## src/rtl/ir_prefetch.sv

```systemverilog
// Instruction register fed by a DEPTH-entry prefetch FIFO from program memory.
// The control unit advances with ir_load, annuls with skip, and discards everything with flush.
module ir_prefetch #(
    parameter int             IW       = 12,
    parameter int             DEPTH    = 2,
    parameter logic [IW-1:0]  NOP_WORD = '0
) (
    input  logic                       clk,
    input  logic                       rst,
    input  logic                       fetch_valid,
    input  logic [IW-1:0]              program_bus,
    output logic                       fetch_ready,
    input  logic                       ir_load,
    input  logic                       skip,
    input  logic                       flush,
    output logic [IW-1:0]              ir_bus,
    output logic                       ir_valid,
    output logic [$clog2(DEPTH+1)-1:0] count
);

    localparam int CW = $clog2(DEPTH + 1);
    localparam int PW = (DEPTH > 1) ? $clog2(DEPTH) : 1;
    localparam logic [CW-1:0] DEPTH_C = CW'(DEPTH);
    localparam logic [PW-1:0] LAST    = PW'(DEPTH - 1);

    logic [IW-1:0] r_mem [DEPTH];
    logic [PW-1:0] r_wptr;
    logic [PW-1:0] r_rptr;
    logic [CW-1:0] r_count;
    logic          r_skip_pending;
    logic [IW-1:0] r_ir;
    logic          r_ir_valid;

    logic w_push;
    logic w_store;
    logic w_pop;

    function automatic logic [PW-1:0] ptr_inc(input logic [PW-1:0] p);
        return (p == LAST) ? '0 : p + PW'(1);
    endfunction

    always_comb begin
        fetch_ready = (r_count < DEPTH_C) && !flush;
        w_push      = fetch_valid && fetch_ready;
        w_store     = w_push && !r_skip_pending;
        w_pop       = ir_load && (r_count != '0);
    end

    always_ff @(posedge clk) begin
        if (rst) begin
            r_wptr         <= '0;
            r_rptr         <= '0;
            r_count        <= '0;
            r_skip_pending <= 1'b0;
            r_ir           <= NOP_WORD;
            r_ir_valid     <= 1'b0;
        end else if (flush) begin
            r_wptr         <= '0;
            r_rptr         <= '0;
            r_count        <= '0;
            r_skip_pending <= 1'b0;
            r_ir           <= NOP_WORD;
            r_ir_valid     <= 1'b0;
        end else begin
            if (w_store) begin
                r_mem[r_wptr] <= program_bus;
                r_wptr        <= ptr_inc(r_wptr);
            end
            if (w_push && r_skip_pending)
                r_skip_pending <= 1'b0;
            // A skip on an empty queue arms skip_pending; it wins over a same-cycle clear
            if (ir_load) begin
                if (r_count != '0) begin
                    r_ir       <= skip ? NOP_WORD : r_mem[r_rptr];
                    r_ir_valid <= 1'b1;
                    r_rptr     <= ptr_inc(r_rptr);
                end else begin
                    r_ir       <= NOP_WORD;
                    r_ir_valid <= skip;
                    if (skip)
                        r_skip_pending <= 1'b1;
                end
            end
            r_count <= r_count + CW'(w_store) - CW'(w_pop);
        end
    end

    assign ir_bus   = r_ir;
    assign ir_valid = r_ir_valid;
    assign count    = r_count;

endmodule

```

## config.mk

```make
export PLATFORM = sky130hd
export DESIGN_NAME = ir_prefetch
export DESIGN_NICKNAME = d
export VERILOG_FILES = /design/src/rtl/ir_prefetch.sv
export SDC_FILE = /design/constraint.sdc
export NUM_CORES = 1
export LEC_CHECK = 0
export ABC_AREA = 1
export BUFFER_PORTS_ARGS = -buffer_cell sky130_fd_sc_hd__buf_4
export CELL_PAD_IN_SITES_DETAIL_PLACEMENT = 1
export CELL_PAD_IN_SITES_GLOBAL_PLACEMENT = 2
export CORE_MARGIN = 3
export CORE_UTILIZATION = 33
export DETAILED_ROUTE_END_ITERATION = 6
export PLACE_DENSITY = 0.9
export SLEW_MARGIN = 20
export SYNTH_ARGS = -nofsm -noshare
export SYNTH_HDL_FRONTEND = slang
export SYNTH_SLANG_ARGS = --single-unit
```

## constraint.sdc

```tcl
create_clock -name clk -period 2.7 [get_ports clk]
set_clock_uncertainty 0.05 [all_clocks]
set_input_delay 0.405 -clock clk [delete_from_list [all_inputs] [get_ports clk]]
set_output_delay 0.405 -clock clk [all_outputs]
set_load 0.02 [all_outputs]
```

======== Word level (Yosys, flattened, before mapping) ========
Memories as Yosys holds them, arrays and structs flattened. A register that Yosys moved wholly into a read port is not among the register bits.
Index checks and enable logic that the tools add are counted.
cells by class
  order comparisons ....................... 1
  reduce and logical (&&, ||, !) cells .... 10
  add/sub/neg operators ................... 4
  multiplexer cells ....................... 15
operators with widths
  kind                                        number
  two-way mux 12 bit                          2
  two-way mux 1 bit                           13
  logical AND 1 bit                           5
  adder 1 bit (second input constant)         2
  adder 2 x 1 -> 2 bit                        1
  zero test 1 bit                             2
  < comparator 2 bit (second input constant)  1
  AND reduction 2 bit                         1
  nonzero test 2 bit                          1
  OR reduction 2 bit                          1
  subtractor 2 x 1 -> 2 bit                   1
storage, ports and cells
  word-level logic and storage cells ...... 37
  bits of input ports ..................... 18
  RAM bits ................................ 24
  register bits after elaboration ......... 18
  output and inout port bits .............. 16
  memories kept ........................... 1
memory list
  memory  words  bits a word  read ports  clocked after Yosys merged registers in  write ports  RTL line  source
  r_mem   2      12           1           1                                        1            26        logic [IW-1:0] r_mem [DEPTH];

======== Longest topological paths before layout ========
  depth in word-level cells ............... 8
  gate-level depth with buffers ........... 11
  mapped depth without buffers ............ 10

======== Least setup slack after synthesis ========
No wires, ideal clock.
  kind .................................... register to register
  from .................................... reg r_count[1] (netlist: count[1])
  to ...................................... mem r_mem[1][0] (enable)
  cell stages (with the launch flop) ...... 4
  period minus slack after synthesis ...... 2419 ps
  arrival ................................. 1973 ps
  library setup time ...................... 396 ps
  required time ........................... 2254 ps
  buffers on the path ..................... 0
  path slack .............................. 281 ps
  cells stage by stage .................... dfxtp_1 > nor2_1 > nand3_1 > nor3_1
on the way
  word-level cells in the longest chain between the ends .. 8
ends and longest elaborated chain
  item                                     RTL line  source
  start, declared                          29        logic [CW-1:0] r_count;
  start signal, assigned                   84        r_count <= r_count + CW'(w_store) - CW'(w_pop);
  < comparator 2 bit                       43        fetch_ready = (r_count < DEPTH_C) && !flush;
  logical AND 1 bit                        43
  via fetch_ready                          12        output logic fetch_ready,
  logical AND 1 bit                        44        w_push = fetch_valid && fetch_ready;
  logical AND 1 bit                        45        w_store = w_push && !r_skip_pending;
  two-way mux 1 bit                        65        if (w_store) begin
  two-way mux 1 bit                        57        end else if (flush) begin
  two-way mux 1 bit                        50        if (rst) begin
  two-way mux 1 bit (implied by the code)  66        r_mem[r_wptr] <= program_bus;
  end, declared                            26
The timed path passes the listed nets, and every way through them passes these cells.

======== Worst setup path in the final report ========
  from .................................... reg r_count[1] (netlist: count[1])
  to ...................................... reg r_count[1] (netlist: count[1])
on the way
  word-level cells in the longest chain between the ends .. 6
  elaborated cells on any way between the ends .. 8
  classes of those cells .................. add/sub: 2; order compare: 1; reduce/logical: 5
ends and longest elaborated chain
  item                         RTL line
  < comparator 2 bit           43
  logical AND 1 bit            43
  logical AND 1 bit            44
  logical AND 1 bit            45
  adder 2 x 1 -> 2 bit         84
  subtractor 2 x 1 -> 2 bit *  84
Every way passes the cells marked *; elsewhere a longest branch is shown, timed or not.
A chain may end at the register's enable or synchronous reset.

==> metrics.yaml <==
status:
  status: "complete, no violations"
clock_network:
  clk_pin_slew_ps: 80
  cts-hold-fix-buffers: 0
  insertion_delay_ps: 290
  post_cts_resized: 0
  clockRootBuffer: "clkbuf_8"
  cts.sinks: 43
  clockBufferDepth: 2
  cts_tree: "built"
  cts-buffers-inserted: 5
  cts_setup_buffers: 0
  htree_levels: 2
floorplanning:
  coreArea_um2: 4560
  start_util_pct: 35.7
  dieArea_um2: 5820
  die_w_um: 76.3
  ios: 34
  core.rowCount: 24
  die_y_um: 76.3
yosys:
  yosys_register_bits: 43
  ys_types: 16
  synthesis.area_um2: 1630
  yosys_warnings: 0
  ys_seq_area_share_pct: 67.5
  syn_area_per_cell_um2: 10.0
  synth_nets: 182
  syn_inst: 163
job:
  maxCapViolCount: 0
global_routing:
  grt_pass1_wl_um: 5890
  busiest_layer: "met2"
  grt_use_met3_pct: 3.90
  gr-usage-met2_pct: 23.0
  met1_usage_pct: 14.4
  track_usage_pct: 12.8
  grt_pass1_vias: 1263
  overflow: 0
  antenna_found_initial: 0
  grt_max_degree: 18
place:
  dp_hpwl_um: 2680
  portBuffers: 33
  gp_congestion: 0.694
sta:
  tns_ps: 0
  hold_viol: 0
  relSlewSlack_pct: 66.1
  period_share_pct: 63.9
  worst_slew_pin_slew_ps: 508
  hold_ws_ps: 247
  setup_viol_count_final: 0
  layout_min_cycle_time_ps: 1720
  rsz0062_at_grt: "no"
  clock.fmax_mhz: 580
  slew_violations: 0
layout:
  register_area_um2: 1100
  fill_cells: 542
  n_antenna_cell: 0
  multiInputGateArea_um2: 453
  drive_gt1_share_pct: 22.0
  final_nets: 218
  syn2layout_area_growth_pct: 25.2
detailed_routing:
  wl_per_cell_um: 13.5
  post-route-drc-count: 0
  drtPass1Iterations: 4
  ant_nets: 0
  postRouteWirelength_um: 3570
  vias_per_cell: 4.45
  drtIter0Drc: 39
  dr_total_vias: 1179
setup_path:
  reg2reg_slack_ps: 980
  crit_required_ps: 2830
  endpoint_kind: "flop"
  worstPathArrival_ps: 1860
  startpoint_type: "flop"
  critPathMaxFanout: 17
  worst-setup-path-type: "flop to flop"
power:
  leakagePower_uw: 0.000796
  ir_drop_v: 0.000324
  p_per_area_nw_per_um2: 600
worst_hold_path:
  worstHoldPathType: "input pin to flop"
[routing by layer]
metal | vias up | wire length [µm]
li1 | 607 | -
met3 | 4 | 135
met2 | 28 | 1910
met1 | 540 | 1490
met5 | - | 0
met4 | 0 | 36
[worst max-delay path, stage by stage, from the launching register on]
cell	delay, ps
dfxtp_1	420
nor2_1	130
nor2_4	310
xnor2_1	140
ha_1	200
inv_1	60
nand2_1	40
nand2_1	90
nand3_1	80
nand2_1	80
nor2_1	40
[cell type report]
cell class	count	area share, %
Tap cell	65	3.98
Timing Repair Buffer	35	12.9
Clock buffer	7	4.72
Inverter	11	2.02
Clock inverter	1	0.367
Multi-Input combinational cell	103	22.2
Sequential cell	43	53.9
[cell families (layout without fill, tap and decap cells)]
group           after synthesis  count (layout)  share of synthesized area (%)
simple gates                 84              84                           21.2
flops                        43              43                           67.5
compound gates               17              17                           5.29
buf+inv                      17              54                           4.75
fa+ha+maj                     1               1                          0.767
xor+xnor                      1               1                          0.537
[synthesized netlist by cell type]
cell type  number  share of area [%]
edfxtp_1       24                 44
a31oi_1         1               0.38
inv_1          11                2.5
xnor2_1         1               0.54
dfxtp_1        19                 23
nand3_1        15                4.6
nor2_4          1               0.69
nand2_1        57                 13
buf_6           1               0.69
buf_2           5                1.5
nor3_1          1               0.31
nor2_1          9                2.1
ha_1            1               0.77
a21oi_1        15                4.6
o21ai_0         1               0.31
nand4_1         1               0.38
[cell usage in the layout, fill, tap and decap left out, drive strengths merged]
cell / n
ha: 1
nand3: 15
edfxtp: 24
clkbuf: 7
inv: 11
xnor2: 1
dfxtp: 19
nor3: 1
o21ai: 1
nand4: 1
nor2: 10
buf: 35
a21oi: 15
nand2: 57
clkinvlp: 1
a31oi: 1
[report_power, final]
group	switching (µW)	total (µW)	internal, µW
logic	47.0	79.3	32.3
registers	5.52	707	701
clock network	208	440	232
[flip-flops by register name, indices dropped and copies added (netlist names), named ones only]
register / count
count: 2
ir_bus: 12
ir_valid: 1
r_mem: 24
r_rptr: 1
r_skip_pending: 1
r_wptr: 1
[metrics by stage]
step	total power, µW	instances	setup WS [ps]	utilization (%)	instance area (µm²)
CTS	1250	265	965	44.8	2040
global route	1280	265	779	44.8	2040
detailed placement	803	257	685	42.5	1940
finish	1230	265	975	44.8	2040
floorplan	763	163	281	-	1630
global placement	797	257	815	42.5	1940
[worst paths after layout]
| kind | startpoint | end | depth (start not counted) |
|---|---|---|---|
| max | count[1]$_SDFF_PP0_ | count[1]$_SDFF_PP0_ | 10 |
| min | program_bus[4] | r_mem[1][4]$_DFFE_PP_ | 1 |
| max reg2reg | count[1]$_SDFF_PP0_ | count[1]$_SDFF_PP0_ | 10 |
| min reg2reg | r_skip_pending$_SDFF_PP0_ | r_skip_pending$_SDFF_PP0_ | 2 |
Note: power is estimated with default switching activity, not from simulation.
